### src/rtl/fp32_pkg.sv
`default_nettype none
// ============================================================================
// Module      : fp32_pkg
// Description : Shared field widths, constants and FSM encoding for the
//               sequential FP32 adder.
// Revision    : 1.0 - initial release
// ============================================================================
package fp32_pkg;

    localparam int EXP_W    = 8;
    localparam int MAN_W    = 23;
    localparam int EXT_W    = 27;
    localparam int EXP_BIAS = 127;
    localparam int EXP_MAX  = 2 * EXP_BIAS + 1;

    localparam logic [31:0]      C_QNAN       = 32'h7FC0_0000;
    localparam logic [EXP_W+MAN_W-1:0] C_INF  = 31'h7F80_0000;
    localparam logic [EXP_W+MAN_W-1:0] C_MAX_FINITE = 31'h7F7F_FFFF;

    typedef enum logic [2:0] {
        ST_IDLE  = 3'd0,
        ST_EXP   = 3'd1,
        ST_ALIGN = 3'd2,
        ST_ADD   = 3'd3,
        ST_NORM  = 3'd4,
        ST_ROUND = 3'd5,
        ST_DONE  = 3'd6
    } state_t;

endpackage
`default_nettype wire

### src/rtl/fp32_add_seq_small_alu.sv
`default_nettype none
// ============================================================================
// Module      : small_alu
// Description : Exponent-difference unit; diff = ea - eb (mod 256) plus the
//               borrow that tells the sequencer ea < eb.
// Revision    : 1.0 - initial release
// ============================================================================
module small_alu
    import fp32_pkg::*;
(
    input  logic [EXP_W-1:0] ea,
    input  logic [EXP_W-1:0] eb,
    output logic [EXP_W-1:0] diff,
    output logic             borrow
);

    logic [EXP_W:0] w_sub;

    assign w_sub  = {1'b0, ea} - {1'b0, eb};
    assign diff   = w_sub[EXP_W-1:0];
    assign borrow = w_sub[EXP_W];

endmodule
`default_nettype wire

### src/rtl/fp32_add_seq.sv
`default_nettype none
// ============================================================================
// Module      : fp32_add_seq
// Description : Multi-cycle FP32 adder sequencer (align/add/normalize/RNE,
//               one shift per cycle). Macro FP32_ADD_SPECIALS_EN enables
//               Inf/NaN handling; otherwise overflow saturates.
// Revision    : 1.0 - initial release
// ============================================================================
module fp32_add_seq
    import fp32_pkg::*;
#(
    parameter int MAX_ALIGN = 26
)
(
    input  logic        clk,
    input  logic        rst,
    input  logic        in_valid,
    output logic        in_ready,
    input  logic [31:0] a,
    input  logic [31:0] b,
    output logic        out_valid,
    input  logic        out_ready,
    output logic [31:0] result,
    output logic        busy
);

    localparam logic [EXP_W-1:0] C_MAX_ALIGN = EXP_W'(MAX_ALIGN);
    localparam logic [9:0]       C_EXP_MAX   = 10'(EXP_MAX);
`ifdef FP32_ADD_SPECIALS_EN
    localparam logic [EXP_W+MAN_W-1:0] C_OVF = C_INF;
`else
    localparam logic [EXP_W+MAN_W-1:0] C_OVF = C_MAX_FINITE;
`endif

    state_t             r_state;
    logic               r_in_ready, r_out_valid, r_busy;
    logic [31:0]        r_result, r_a, r_b;
    logic               r_sign_l, r_sub, r_neg_zero;
    logic [9:0]         r_exp;
    logic [EXT_W-1:0]   r_man_l, r_man_s;
    logic [EXT_W:0]     r_sum;
    logic [EXP_W-1:0]   r_cnt;

    logic [31:0]        w_a_flush, w_b_flush;
    logic [EXP_W-1:0]   w_ea, w_eb, w_diff, w_shift, w_n;
    logic [MAN_W-1:0]   w_ma, w_mb;
    logic [EXT_W-1:0]   w_ext_a, w_ext_b;
    logic               w_borrow, w_swap;
    logic               w_inc;
    logic [24:0]        w_rnd;
    logic [9:0]         w_rexp;
    logic [MAN_W-1:0]   w_rman;
    logic [31:0]        w_pack;

    assign in_ready  = r_in_ready;
    assign out_valid = r_out_valid;
    assign busy      = r_busy;
    assign result    = r_result;

    // Denormal inputs are flushed to signed zero on capture.
    assign w_a_flush = (a[30:23] == '0) ? {a[31], 31'd0} : a;
    assign w_b_flush = (b[30:23] == '0) ? {b[31], 31'd0} : b;

    assign w_ea = r_a[30:23];
    assign w_eb = r_b[30:23];
    assign w_ma = r_a[22:0];
    assign w_mb = r_b[22:0];

    small_alu u_small_alu (
        .ea     (w_ea),
        .eb     (w_eb),
        .diff   (w_diff),
        .borrow (w_borrow)
    );

    assign w_swap  = w_borrow | ((w_ea == w_eb) & (w_ma < w_mb));
    assign w_shift = w_swap ? (-w_diff) : w_diff;
    assign w_n     = (w_shift > C_MAX_ALIGN) ? C_MAX_ALIGN : w_shift;
    assign w_ext_a = {(w_ea != '0), w_ma, 3'b000};
    assign w_ext_b = {(w_eb != '0), w_mb, 3'b000};

`ifdef FP32_ADD_SPECIALS_EN
    logic        w_special, w_nan_a, w_nan_b, w_inf_a, w_inf_b;
    logic [31:0] w_special_res;

    always_comb begin
        w_nan_a   = (w_ea == '1) & (w_ma != '0);
        w_nan_b   = (w_eb == '1) & (w_mb != '0);
        w_inf_a   = (w_ea == '1) & (w_ma == '0);
        w_inf_b   = (w_eb == '1) & (w_mb == '0);
        w_special = (w_ea == '1) | (w_eb == '1);
        if (w_nan_a | w_nan_b | (w_inf_a & w_inf_b & (r_a[31] ^ r_b[31])))
            w_special_res = C_QNAN;
        else if (w_inf_a)
            w_special_res = {r_a[31], C_INF};
        else
            w_special_res = {r_b[31], C_INF};
    end
`endif

    // Round-to-nearest-even on the normalized {hidden, frac, G, R, S} word.
    always_comb begin
        w_inc  = r_sum[2] & (r_sum[1] | r_sum[0] | r_sum[3]);
        w_rnd  = {1'b0, r_sum[26:3]} + {24'd0, w_inc};
        w_rexp = r_exp + {9'd0, w_rnd[24]};
        w_rman = w_rnd[24] ? w_rnd[23:1] : w_rnd[22:0];
        if (r_sum == '0)
            w_pack = {r_neg_zero, 31'd0};
        else if (!r_sum[26])
            w_pack = {r_sign_l, 31'd0};
        else if (w_rexp >= C_EXP_MAX)
            w_pack = {r_sign_l, C_OVF};
        else
            w_pack = {r_sign_l, w_rexp[7:0], w_rman};
    end

    always_ff @(posedge clk) begin
        if (rst) begin
            r_state     <= ST_IDLE;
            r_in_ready  <= 1'b1;
            r_out_valid <= 1'b0;
            r_busy      <= 1'b0;
            r_result    <= '0;
            r_a         <= '0;
            r_b         <= '0;
            r_sign_l    <= 1'b0;
            r_sub       <= 1'b0;
            r_neg_zero  <= 1'b0;
            r_exp       <= '0;
            r_man_l     <= '0;
            r_man_s     <= '0;
            r_sum       <= '0;
            r_cnt       <= '0;
        end else begin
            case (r_state)
                ST_IDLE: begin
                    if (in_valid) begin
                        r_a        <= w_a_flush;
                        r_b        <= w_b_flush;
                        r_in_ready <= 1'b0;
                        r_busy     <= 1'b1;
                        r_state    <= ST_EXP;
                    end
                end
                ST_EXP: begin
`ifdef FP32_ADD_SPECIALS_EN
                    if (w_special) begin
                        r_result    <= w_special_res;
                        r_out_valid <= 1'b1;
                        r_state     <= ST_DONE;
                    end else
`endif
                    begin
                        r_sign_l   <= w_swap ? r_b[31] : r_a[31];
                        r_sub      <= r_a[31] ^ r_b[31];
                        r_neg_zero <= (r_a == 32'h8000_0000) & (r_b == 32'h8000_0000);
                        r_exp      <= {2'b00, (w_swap ? w_eb : w_ea)};
                        r_man_l    <= w_swap ? w_ext_b : w_ext_a;
                        r_man_s    <= w_swap ? w_ext_a : w_ext_b;
                        r_cnt      <= w_n;
                        r_state    <= (w_n != '0) ? ST_ALIGN : ST_ADD;
                    end
                end
                ST_ALIGN: begin
                    // The bit leaving position 0 folds into the sticky bit.
                    r_man_s <= {1'b0, r_man_s[EXT_W-1:2], r_man_s[1] | r_man_s[0]};
                    r_cnt   <= r_cnt - 1'b1;
                    if (r_cnt == 8'd1)
                        r_state <= ST_ADD;
                end
                ST_ADD: begin
                    r_sum   <= r_sub ? ({1'b0, r_man_l} - {1'b0, r_man_s})
                                     : ({1'b0, r_man_l} + {1'b0, r_man_s});
                    r_state <= ST_NORM;
                end
                ST_NORM: begin
                    if (r_sum == '0) begin
                        r_state <= ST_ROUND;
                    end else if (r_sum[EXT_W]) begin
                        r_sum <= {1'b0, r_sum[EXT_W:2], r_sum[1] | r_sum[0]};
                        r_exp <= r_exp + 10'd1;
                    end else if (!r_sum[EXT_W-1] && (r_exp > 10'd1)) begin
                        r_sum <= {r_sum[EXT_W-1:0], 1'b0};
                        r_exp <= r_exp - 10'd1;
                    end else begin
                        r_state <= ST_ROUND;
                    end
                end
                ST_ROUND: begin
                    r_result    <= w_pack;
                    r_out_valid <= 1'b1;
                    r_state     <= ST_DONE;
                end
                ST_DONE: begin
                    if (out_ready) begin
                        r_out_valid <= 1'b0;
                        r_in_ready  <= 1'b1;
                        r_busy      <= 1'b0;
                        r_state     <= ST_IDLE;
                    end
                end
                default: r_state <= ST_IDLE;
            endcase
        end
    end

endmodule
`default_nettype wire
### config.mk
export PLATFORM = sky130hd
export DESIGN_NAME = fp32_add_seq
export DESIGN_NICKNAME = d
export VERILOG_FILES = /design/src/rtl/fp32_pkg.sv /design/src/rtl/fp32_add_seq_small_alu.sv /design/src/rtl/fp32_add_seq.sv
export SDC_FILE = /design/constraint.sdc
export NUM_CORES = 1
export LEC_CHECK = 0
export ABC_AREA = 1
export CORE_MARGIN = 5
export CORE_UTILIZATION = 46
export DETAILED_ROUTE_END_ITERATION = 10
export PLACE_DENSITY = 0.71
export SLEW_MARGIN = 20
export SYNTH_ARGS = -nofsm -noshare
export SYNTH_HDL_FRONTEND = slang
export SYNTH_SLANG_ARGS = --single-unit
### constraint.sdc
create_clock -name clk -period 3.6 [get_ports clk]
set_input_delay 0.9 -clock clk [delete_from_list [all_inputs] [get_ports clk]]
set_output_delay 0.9 -clock clk [all_outputs]
set_load 0.05 [all_outputs]
Word-level counts from Yosys, hierarchy flattened
Cells that the tools add are included.
{"block": "word_totals", "in_bits": 68, "out_inout_bits": 35, "ff_bits": 205}
{"block": "op_classes", "n_eq_ne": 17, "n_addsub": 9, "mux": 38, "order_cmp": 4, "n_bitwise": 8, "n_reduce_logical": 21}
{"op": "$mux 31", "n": 4}
{"op": "$mux 28", "n": 4}
{"op": "$eq 32x32->1 const B", "n": 2}
{"op": "$pmux 28 s2", "n": 1}
{"op": "$mux 27", "n": 2}
{"op": "$pmux 27 s2", "n": 1}
{"op": "$mux 32", "n": 1}
{"op": "$mux 10", "n": 3}
{"op": "$add 27x27->28", "n": 1}
{"op": "$logic_not 28->1", "n": 1}
{"op": "$sub 27x27->28", "n": 1}
{"op": "$add 24x1->25", "n": 1}
{"op": "$mux 8", "n": 3}
{"op": "$reduce_bool 8->1", "n": 3}
{"op": "$lt 23x23->1", "n": 1}
{"op": "$mux 23", "n": 1}
{"op": "$pmux 3 s7", "n": 1}
{"op": "$pmux 10 s2", "n": 1}
{"op": "$mux 3", "n": 6}
{"op": "$logic_not 8->1", "n": 2}
{"op": "$pmux 8 s2", "n": 1}
{"op": "$add 10x1->10", "n": 1}
{"op": "$add 10x1->10 const B", "n": 1}
{"op": "$ge 10x8->1 const B", "n": 1}
{"op": "other kinds (25)", "n": 53}

Longest topological paths before layout
Gate-level depths: netlist of run 1.
{"block": "depth", "word_depth": 9, "ltp_mapped": 24, "ltp_nobuf": 23}

Hierarchy
Synthesis of run 1 repeated with hierarchy kept, for this count alone.
{"block": "hier_totals", "hier_cells": 1995, "area_unflattened_um2": 13382.8}
{"module": "fp32_add_seq", "cells_per_inst": 1927, "instances": 1, "area_each_um2": 12997.5}
{"module": "small_alu", "cells_per_inst": 68, "instances": 1, "area_each_um2": 385.4}

Least setup slack after synthesis of run 1
Ideal clock, no wire load.
{"block": "synth_timing", "path_type": "flip-flop to flip-flop", "start": "reg r_sum[2]", "end": "reg r_result[15], in the netlist result[15]", "setup_ns": 0.132, "required_time_ns": 3.468, "synth_period_minus_slack_ns": 3.162, "path_stages_with_launch": 25, "path_slack_ns": 0.438, "n_path_buf": 1, "arrival_ns": 3.030, "path_cell_list": "dfxtp_1 -> nand2_1 -> inv_1 -> ha_1 -> nand2_1 -> inv_1 -> nand2_1 -> nor4_1 -> nand3_1 -> nor3_1 -> nand3_1 -> nor3b_1 -> ha_1 -> ha_1 -> nand2_1 -> nor3_1 -> xor2_1 -> nor2_1 -> nand3_1 -> nand2_2 -> inv_2 -> buf_4 -> o21ai_0 -> nand2_1 -> a21oi_1"}
{"block": "synth_via", "elab_chain_len": 7, "word_cells_on_any_way": 9, "classes_between": "add/sub: 2; order compare: 1; mux: 4; bitwise: 1; reduce/logical: 1"}
{"element": "start, declared", "line_no": "fp32_add_seq.sv:41", "rtl": "logic [EXT_W:0] r_sum;"}
{"element": "start signal, assigned", "line_no": "fp32_add_seq.sv:172", "rtl": "r_sum <= r_sub ? ({1'b0, r_man_l} - {1'b0, r_man_s})"}
{"element": "start signal, assigned", "line_no": "fp32_add_seq.sv:180", "rtl": "r_sum <= {1'b0, r_sum[EXT_W:2], r_sum[1] | r_sum[0]};"}
{"element": "start signal, assigned", "line_no": "fp32_add_seq.sv:183", "rtl": "r_sum <= {r_sum[EXT_W-1:0], 1'b0};"}
{"element": "$and 1x1->1", "line_no": "fp32_add_seq.sv:103", "rtl": "w_inc = r_sum[2] & (r_sum[1] | r_sum[0] | r_sum[3]);"}
{"element": "$add 24x1->25", "line_no": "fp32_add_seq.sv:104", "rtl": "w_rnd = {1'b0, r_sum[26:3]} + {24'd0, w_inc};"}
{"element": "$add 10x1->10", "line_no": "fp32_add_seq.sv:105", "rtl": "w_rexp = r_exp + {9'd0, w_rnd[24]};"}
{"element": "$ge 10x8->1", "line_no": "fp32_add_seq.sv:111", "rtl": "else if (w_rexp >= C_EXP_MAX)"}
{"element": "$mux 31", "line_no": "fp32_add_seq.sv:111"}
{"element": "$mux 31", "line_no": "fp32_add_seq.sv:109", "rtl": "else if (!r_sum[26])"}
{"element": "$mux 32 (*)", "line_no": "fp32_add_seq.sv:107", "rtl": "if (r_sum == '0)"}
{"element": "end signal, assigned", "line_no": "fp32_add_seq.sv:190", "rtl": "r_result <= w_pack;"}
{"element": "end, declared", "line_no": "fp32_add_seq.sv:37", "rtl": "logic [31:0] r_result, r_a, r_b;"}
Mark *: on every way between the ends. The rest lies on a longest branch, timed or not.
A chain may end at the register's enable or synchronous reset.

Worst setup path after layout of run 1
{"block": "layout_timing", "start": "reg r_sum[2]", "end": "reg r_result[24], in the netlist result[24]"}
Same word-level chain as after synthesis.

==> flow_summary.yaml, run 1 <==
floorplanning:
  io_pins: 103
  fp.dieH_um: 180
  fp.coreArea_mm2: 0.0286
  dieArea_mm2: 0.0325
  start_util_pct: 46.6
  die_w_um: 180
  placementRows: 62
worst_hold_path:
  worstHoldStart: "result[16]"
  hold_class: "reg -> reg"
  holdPathStages: 2
  min_to: "result[16]"
yosys:
  synth_top_area_share_pct: 30.3
  syn_avg_cell_area_um2: 6.66
  synth_area_leaders: "dfxtp_1, nand2_1, a21oi_1, o21ai_0, ha_1"
  synth_edf_count: 0
  ys_seq_area_share_pct: 30.3
  synth_cells: 2001
  synth_cell_type_count: 60
  yosysWarnings: 0
  synth-main-ff-cell: "dfxtp_1"
  synthTopCellsByCount: "nand2_1, a21oi_1, inv_1, dfxtp_1, o21ai_0"
  synth-seq-cells: 202
  async_flop_share_pct: 0
  yosysTopAreaCell: "dfxtp_1"
  synth.most_common_cell: "nand2_1"
  synthesis.area_mm2: 0.0133
  syn-num-nets: 2133
placement:
  gp_congestion: 0.909
  post-dp-hpwl_mm: 30.4
  portBuffers: 102
drt:
  avgRoutedWirePerCell_um: 16.4
  viasPerCell: 5.59
  num_vias: 13894
  finalWirelength_mm: 40.6
  drt_iter0_markers: 1046
  drc_errors: 0
  postRouteAntennaNets: 0
  drtPass1Iterations: 5
clocking:
  holdBufCountCts: 0
  cts-root-buf: "clkbuf_16"
  clock_latency_ps: 540
  cts_max_path_buffers: 3
  cts_tree: "built"
  cts_buffers: 24
  cts.sinks: 202
  clk_pin_slew_worst_paths_ps: 60
  cts_htree_levels: 1
global_route:
  antenna_found_initial: 0
  track_usage_pct: 23.9
  grt_pass1_wl_mm: 66.2
  grt-ovfl-total: 0
  grt_pass1_vias: 13130
  grt_max_degree: 91
critical_path:
  crit_path_end_kind: "flip-flop"
  crit_type: "reg -> reg"
  rrSetupSlack_ps: 40
  cp-start-kind: "flip-flop"
  rr_worst_depth: 22
  r2r_end: "result[24]"
  worst_ep_arrival_time_ps: 3940
  worstReg2RegStart: "r_sum[2]"
  required_ps: 3980
  cp_max_fo: 8
layout:
  antenna_cells: 0
  drive_gt1_share_pct: 10.3
  finalNetCount: 2215
  area_growth_pct: 19.5
  final_util_pct: 55.7
status:
  outcome: "finished clean"
timing:
  slew_headroom_pct: 31.2
  setup_tns_ps: 0
  worst_pin_slew_ps: 1030
  grt_setup_unrepaired: "yes"
  finalClockSkew_ps: 17.9
  fmax_mhz: 281
  finalCritPeriodShare_pct: 99.0
  setup_violations: 0
  hold_viol: 0
  slew_violations: 0
  holdWs_ps: 463
  final.min_clock_period_ps: 3560
job:
  maxCapViolCount: 0
==> final cells by class <==
| class | count | area, um^2 |
|---|---|---|
| clock buffers | 32 | 661 |
| flip-flops and latches | 202 | 4050 |
| fillers | 2793 | 12700 |
| inverters | 228 | 863 |
| clock inverters | 12 | 140 |
| repair inverters | 1 | 6.26 |
| multi-input cells | 1479 | 8320 |
| well taps | 384 | 480 |
| repair buffers | 147 | 1410 |
==> how the worst max path moves through the flow <==
stage             start         end  slack, ps  cells past startpoint
5_1_grt        r_sum[3]   result[6]       -150                     22
6_report       r_sum[2]  result[24]         40                     22
3_5_place_dp   r_sum[3]  result[20]       -100                     23
3_3_place_gp   r_sum[3]  result[20]        110                     23
4_1_cts        r_sum[3]  result[20]         40                     21
2_1_floorplan  r_sum[2]  result[15]        440                     24
==> timing repair <==
item                                    CTS  global route
resized for setup                         2           108
gates cloned                              0             2
setup buffers                             0            11
endpoints found under the setup margin   22            41
pin swaps                                 0            32
==> flip-flops by register name (all words and copies together), names as in the netlist <==
register	cells
r_a	32
r_b	32
result	32
r_sum	28
r_man_s	27
r_man_l	24
r_exp	10
r_cnt	8
r_state	3
busy	1
in_ready	1
out_valid	1
r_neg_zero	1
r_sign_l	1
r_sub	1
==> placed cells by master (no fill, tap or decap), types with 27 or more instances in the layout <==
cell type	n
a211oi_1	48
a21oi_1	210
a31oi_1	32
buf_4	42
clkdlybuf4s50_1	101
dfxtp_1	197
ha_1	54
inv_1	203
nand2_1	425
nand3_1	70
nand4_1	27
nor2_1	149
o211ai_1	30
o21ai_0	150
xor2_1	42
==> per-layer routing <==
| metal | vias to the layer above | routed length (um) | global-route usage [%] | share of wire, % |
|---|---|---|---|---|
| met4 | 0 | 814 | 4.93 | 2.0 |
| met1 | 6480 | 18500 | 33.0 | 46 |
| met2 | 399 | 19100 | 40.8 | 47 |
| met3 | 55 | 2170 | 2.46 | 5.3 |
| li1 | 6960 | - | - | - |
| met5 | - | 0 | 0 | 0 |
==> stage by stage <==
step / setup WS [ps] / cells / instance area, um^2
floorplan: 438 / 2001 / 13300
global placement: 110 / 2428 / 14700
detailed placement: -98.0 / 2428 / 14700
CTS: 38.6 / 2472 / 15500
global route: -154 / 2485 / 15900
finish: 37.2 / 2485 / 15900
==> worst max-delay path, stage by stage, from the launching register on <==
cell and delay [ps]:
dfxtp_2 330, nand2_2 60, inv_2 70, ha_4 150, nand2_4 60, inv_4 70, nand2_4 60, nor4_4 250
nand3_1 110, nor3_2 200, nand3_1 110, nor3b_2 270, ha_2 260, ha_4 160, nand2_4 70, nor3_4 170
xor2_1 250, nor2_1 100, nand3_1 130, nand2_4 120, clkbuf_16 200, o21ai_2 120, a21oi_1 70
==> cell families (layout without fill, tap and decap cells) <==
group	after synthesis	count (layout)	synth area share (%)
AND/OR/NAND/NOR	780	780	25.5
AO/OA/AOI/OAI	576	576	24.5
buffers and inverters	320	420	9.65
flip-flops	202	202	30.3
adder cells (fa/ha/maj)	64	64	6.07
XOR/XNOR	59	59	3.88
Power of run 1 is not shown: default switching activity piles up to over one toggle a cycle in this logic, so the estimate is an artifact.
==> run 2: changes to the inputs <==
--- a/config.mk
+++ b/config.mk
@@ -6,6 +6,7 @@
 export NUM_CORES = 1
 export LEC_CHECK = 0
 export ABC_AREA = 1
+export CORE_ASPECT_RATIO = 1.25
 export CORE_MARGIN = 5
 export CORE_UTILIZATION = 46
 export DETAILED_ROUTE_END_ITERATION = 10
==> run 2 against run 1 <==
Critical path depth stayed put. Register-to-register slack worse by 40 ps. Core utilization is 0.10 points lower. Worst hold slack worse by 2.0 ps. Wire length is 3.3% lower. Final cell count is 1.1% lower. Via count is 1.9% lower. Die area hardly changed. Highest routed layer unchanged. Maximum frequency is 1.0% lower. Largest cell class unchanged. Clock skew is 6.6 ps lower. Non-clock buffer count is 2 higher. Count of clock-buffer cells in the layout is 1 higher.
==> flow_summary.yaml, run 2 (same netlist as run 1, synthesis figures left out) <==
drt:
  drc_errors: 0
  postRouteAntennaNets: 0
  drtPass1Iterations: 5
  drt_iter0_markers: 889
  num_vias: 13624
  viasPerCell: 5.54
  avgRoutedWirePerCell_um: 16.0
  finalWirelength_mm: 39.3
floorplanning:
  fp.dieH_um: 200
  placementRows: 69
  start_util_pct: 46.8
  die_w_um: 162
  dieArea_mm2: 0.0325
  fp.coreArea_mm2: 0.0285
  io_pins: 103
critical_path:
  rrSetupSlack_ps: 0.9
  worstReg2RegStart: "r_sum[3]"
  crit_type: "reg -> reg"
  critPathLaunch: "r_sum[3]"
  worst_ep_arrival_time_ps: 3970
  crit_chain: "nand2_2, inv_2, ha_4, nand2_4, inv_2, nand2_2, nor4_2, nand3_1, nor3_2, nand3_1, nor3b_2, ha_2, ha_4, nand2_4, nor3_2, xor2_1, nor2_1, nand3_1, nand2_2, buf_4, o21ai_0, a21oi_1"
  crit_path_end_kind: "flip-flop"
  cp-start-kind: "flip-flop"
  r2r_end: "result[26]"
  required_ps: 3970
  cp_max_fo: 4
  cpPeakStageDelay_ps: 360
  critPathSlowestCell: "dfxtp_2"
  rr_worst_depth: 22
placement:
  portBuffers: 102
  gp_congestion: 0.977
  post-dp-hpwl_mm: 29.8
timing:
  setup_violations: 0
  grt_setup_unrepaired: "yes"
  worst_pin_slew_ps: 937
  slew_violations: 0
  finalClockSkew_ps: 11.2
  holdWs_ps: 461
  hold_viol: 0
  finalCritPeriodShare_pct: 100
  final.min_clock_period_ps: 3600
  slew_headroom_pct: 37.5
  fmax_mhz: 278
layout:
  antenna_cells: 0
  layout_commonest_cell: "nand2_1"
  final_cell_mix: "nand2_1, a21oi_1, inv_1"
  drive_gt1_share_pct: 9.71
  final_util_pct: 55.6
  finalNetCount: 2216
  area_growth_pct: 18.8
clocking:
  holdBufCountCts: 0
  cts_htree_levels: 1
  cts-root-buf: "clkbuf_16"
  clock_latency_ps: 520
  clk_pin_slew_worst_paths_ps: 60
  cts.sinks: 202
  cts_tree: "built"
  cts_buffers: 24
  cts_max_path_buffers: 3
worst_hold_path:
  min_to: "result[29]"
  hold_class: "reg -> reg"
  holdPathStages: 2
  worstHoldStart: "result[29]"
status:
  outcome: "finished clean"
global_route:
  grt-ovfl-total: 0
  track_usage_pct: 23.1
  grt_max_degree: 59
  antenna_found_initial: 0
  grt_pass1_vias: 12938
  grt_pass1_wl_mm: 63.5
job:
  maxCapViolCount: 0
run 2: area by class of cell:
class	count	area [um^2]
clock inverter	11	129
clock buffer	33	716
fill	2795	12700
inverter	228	858
tap	355	444
sequential	202	4050
timing repair buffer	149	1390
multi-input combinational	1479	8240
run 2: worst max-delay path: cells and delay by family, from the launching register on:
family | cells | cell delay [ps]
and+or+nand+nor | 13 | 1740
adders and majority gates | 3 | 580
DFF | 1 | 360
buffers and inverters | 3 | 300
AOI/OAI and AO/OA | 2 | 260
xor gates and xnor gates | 1 | 210
run 2: repair_timing:
action,4_1_cts,5_1_grt
setup buffers,0,8
setup endpoints to repair,26,43
pin swaps,1,21
resized for setup,3,77
run 2: per-stage QoR:
stage               worst slack [ps]  TNS (ps)  std cells  area [um^2]
global route                    -170     -4170       2457        15800
CTS                             11.6         0       2449        15500
global placement                73.1         0       2405        14700
detailed placement              -129     -2080       2405        14700
finish                         0.887         0       2457        15800
floorplan                        438         0       2001        13300
run 2: worst max path at each step:
| stage | endpoint | depth (start not counted) |
|---|---|---|
| 2_1_floorplan | result[15] | 24 |
| 3_3_place_gp | result[12] | 24 |
| 3_5_place_dp | result[8] | 22 |
| 4_1_cts | result[8] | 22 |
| 5_1_grt | result[22] | 22 |
| 6_report | result[26] | 22 |
run 2: per-layer routing:
layer	part of all wire (%)	vias up	wire [um]	global-route usage, %
met5	0	-	0	0
met4	4.9	0	1940	10.9
met3	4.4	106	1730	2.45
met2	47	399	18600	39.7
met1	43	6164	17000	28.8
li1	-	6955	-	-
Power of run 2 is left out for the same reason.
==> run 3: changes to the inputs <==
--- a/config.mk
+++ b/config.mk
@@ -11,6 +11,7 @@
 export CORE_UTILIZATION = 46
 export DETAILED_ROUTE_END_ITERATION = 10
 export PLACE_DENSITY = 0.71
+export SETUP_SLACK_MARGIN = 0.2
 export SLEW_MARGIN = 20
 export SYNTH_ARGS = -nofsm -noshare
 export SYNTH_HDL_FRONTEND = slang
==> run 3 against run 2 <==
Count of clock-buffer cells in the layout is the same. Critical path depth grew 5. Global-route usage grew 0.68 points. Largest cell class unchanged.
==> flow_summary.yaml, run 3 (same netlist as run 1, synthesis figures left out) <==
timing:
  slew_headroom_pct: 38.6
  worst_pin_slew_ps: 920
  hold_viol: 0
  grt_setup_unrepaired: "yes"
  finalCritPeriodShare_pct: 97.2
  final.min_clock_period_ps: 3500
  finalClockSkew_ps: 11.4
  slew_violations: 0
  setup_violations: 0
  fmax_mhz: 286
critical_path:
  crit_path_end_kind: "flip-flop"
  worst_ep_arrival_time_ps: 3950
  critPathSlowestCell: "dfxtp_2"
  crit_type: "reg -> reg"
  cp-start-kind: "flip-flop"
  rr_worst_depth: 27
  cp_max_fo: 2
  r2r_end: "result[0]"
  rrSetupSlack_ps: 100
  worstReg2RegStart: "r_sum[3]"
  crit_family: "buffers and inverters"
  path_buf_inv: 23
  path_common_cell: "buf_4"
  cpPeakStageDelay_ps: 320
  required_ps: 4050
floorplanning:
  die_w_um: 162
  placementRows: 69
  io_pins: 103
  fp.dieH_um: 200
  start_util_pct: 46.8
  dieArea_mm2: 0.0325
  fp.coreArea_mm2: 0.0285
clocking:
  cts_max_path_buffers: 3
  cts_buffers: 24
  holdBufCountCts: 0
  cts_htree_levels: 1
  clk_pin_slew_worst_paths_ps: 60
  cts.sinks: 202
  cts_tree: "built"
  cts-root-buf: "clkbuf_16"
  clock_latency_ps: 520
placement:
  dp_cells: 2405
  placed_area_mm2: 0.0147
  portBuffers: 102
  post-dp-hpwl_mm: 29.8
  gp_congestion: 0.977
global_route:
  track_usage_pct: 23.8
  antenna_found_initial: 0
  grt-ovfl-total: 0
  grt_pass1_wl_mm: 65.3
  grt_max_degree: 59
  grt_pass1_vias: 13261
drt:
  drt_iter0_markers: 817
  drtPass1Iterations: 9
  postRouteAntennaNets: 0
  drc_errors: 0
  num_vias: 13905
  avgRoutedWirePerCell_um: 16.3
  viasPerCell: 5.55
  finalWirelength_mm: 40.7
layout:
  final_cell_mix: "nand2_1, inv_1, a21oi_1"
  instances_no_fill: 2504
  area_growth_pct: 23.1
  finalNetCount: 2263
  finalInstanceArea_mm2: 0.0164
  layout_commonest_cell: "nand2_1"
  antenna_cells: 0
  drive_gt1_share_pct: 13.0
worst_hold_path:
  worstHoldStart: "result[29]"
  hold_class: "reg -> reg"
  holdPathStages: 2
  min_to: "result[29]"
job:
  maxCapViolCount: 0
status:
  outcome: "finished clean"
## run 3: timing repair
item,CTS,global route
endpoints found under the setup margin,36,47
endpoints found under the hold margin,0,0
pin swaps,19,32
resized for setup,37,95
setup buffers,39,16
## run 3: worst max-delay path by stage
stage	from	to	slack [ps]	cells past startpoint
2_1_floorplan	r_sum[2]	result[15]	440	24
3_3_place_gp	r_sum[3]	result[12]	70	24
3_5_place_dp	r_sum[3]	result[8]	-130	22
4_1_cts	r_sum[2]	result[4]	190	24
5_1_grt	r_sum[2]	result[24]	-50	22
6_report	r_sum[3]	result[0]	100	27
## run 3: final cells by class
class / count / area, um^2
multi-input cells: 1479 / 8420
fillers: 2696 / 12100
flip-flops and latches: 202 / 4050
inverters: 228 / 861
clock buffers: 33 / 716
repair buffers: 196 / 1790
clock inverters: 11 / 129
well taps: 355 / 444
## run 3: routing by layer
metal	routed length (um)	part of all wire (%)	track usage, %	vias up
li1	-	-	-	7051
met1	17200	42	29.5	6253
met2	19300	47	40.2	464
met3	2010	4.9	2.59	137
met4	2280	5.6	12.8	0
met5	0	0	0	-
## run 3: through the flow
stage / setup slack, ps / TNS [ps] / util [%] / hold slack [ps]
6_report: 101 / 0 / 57.6 / 461
5_1_grt: -45.5 / -436 / 57.6 / 481
4_1_cts: 188 / 0 / 55.9 / 465
3_5_place_dp: -129 / -2080 / 51.5 / 456
3_3_place_gp: 73.1 / 0 / 51.5 / 451
2_1_floorplan: 438 / 0 / - / 435
## run 3: tightest hold or removal path, stage by stage, from the launching register on
cell and delay, ps:
dfxtp_1 300, nand2_1 60, a21oi_1 50
Power of run 3 is left out for the same reason.
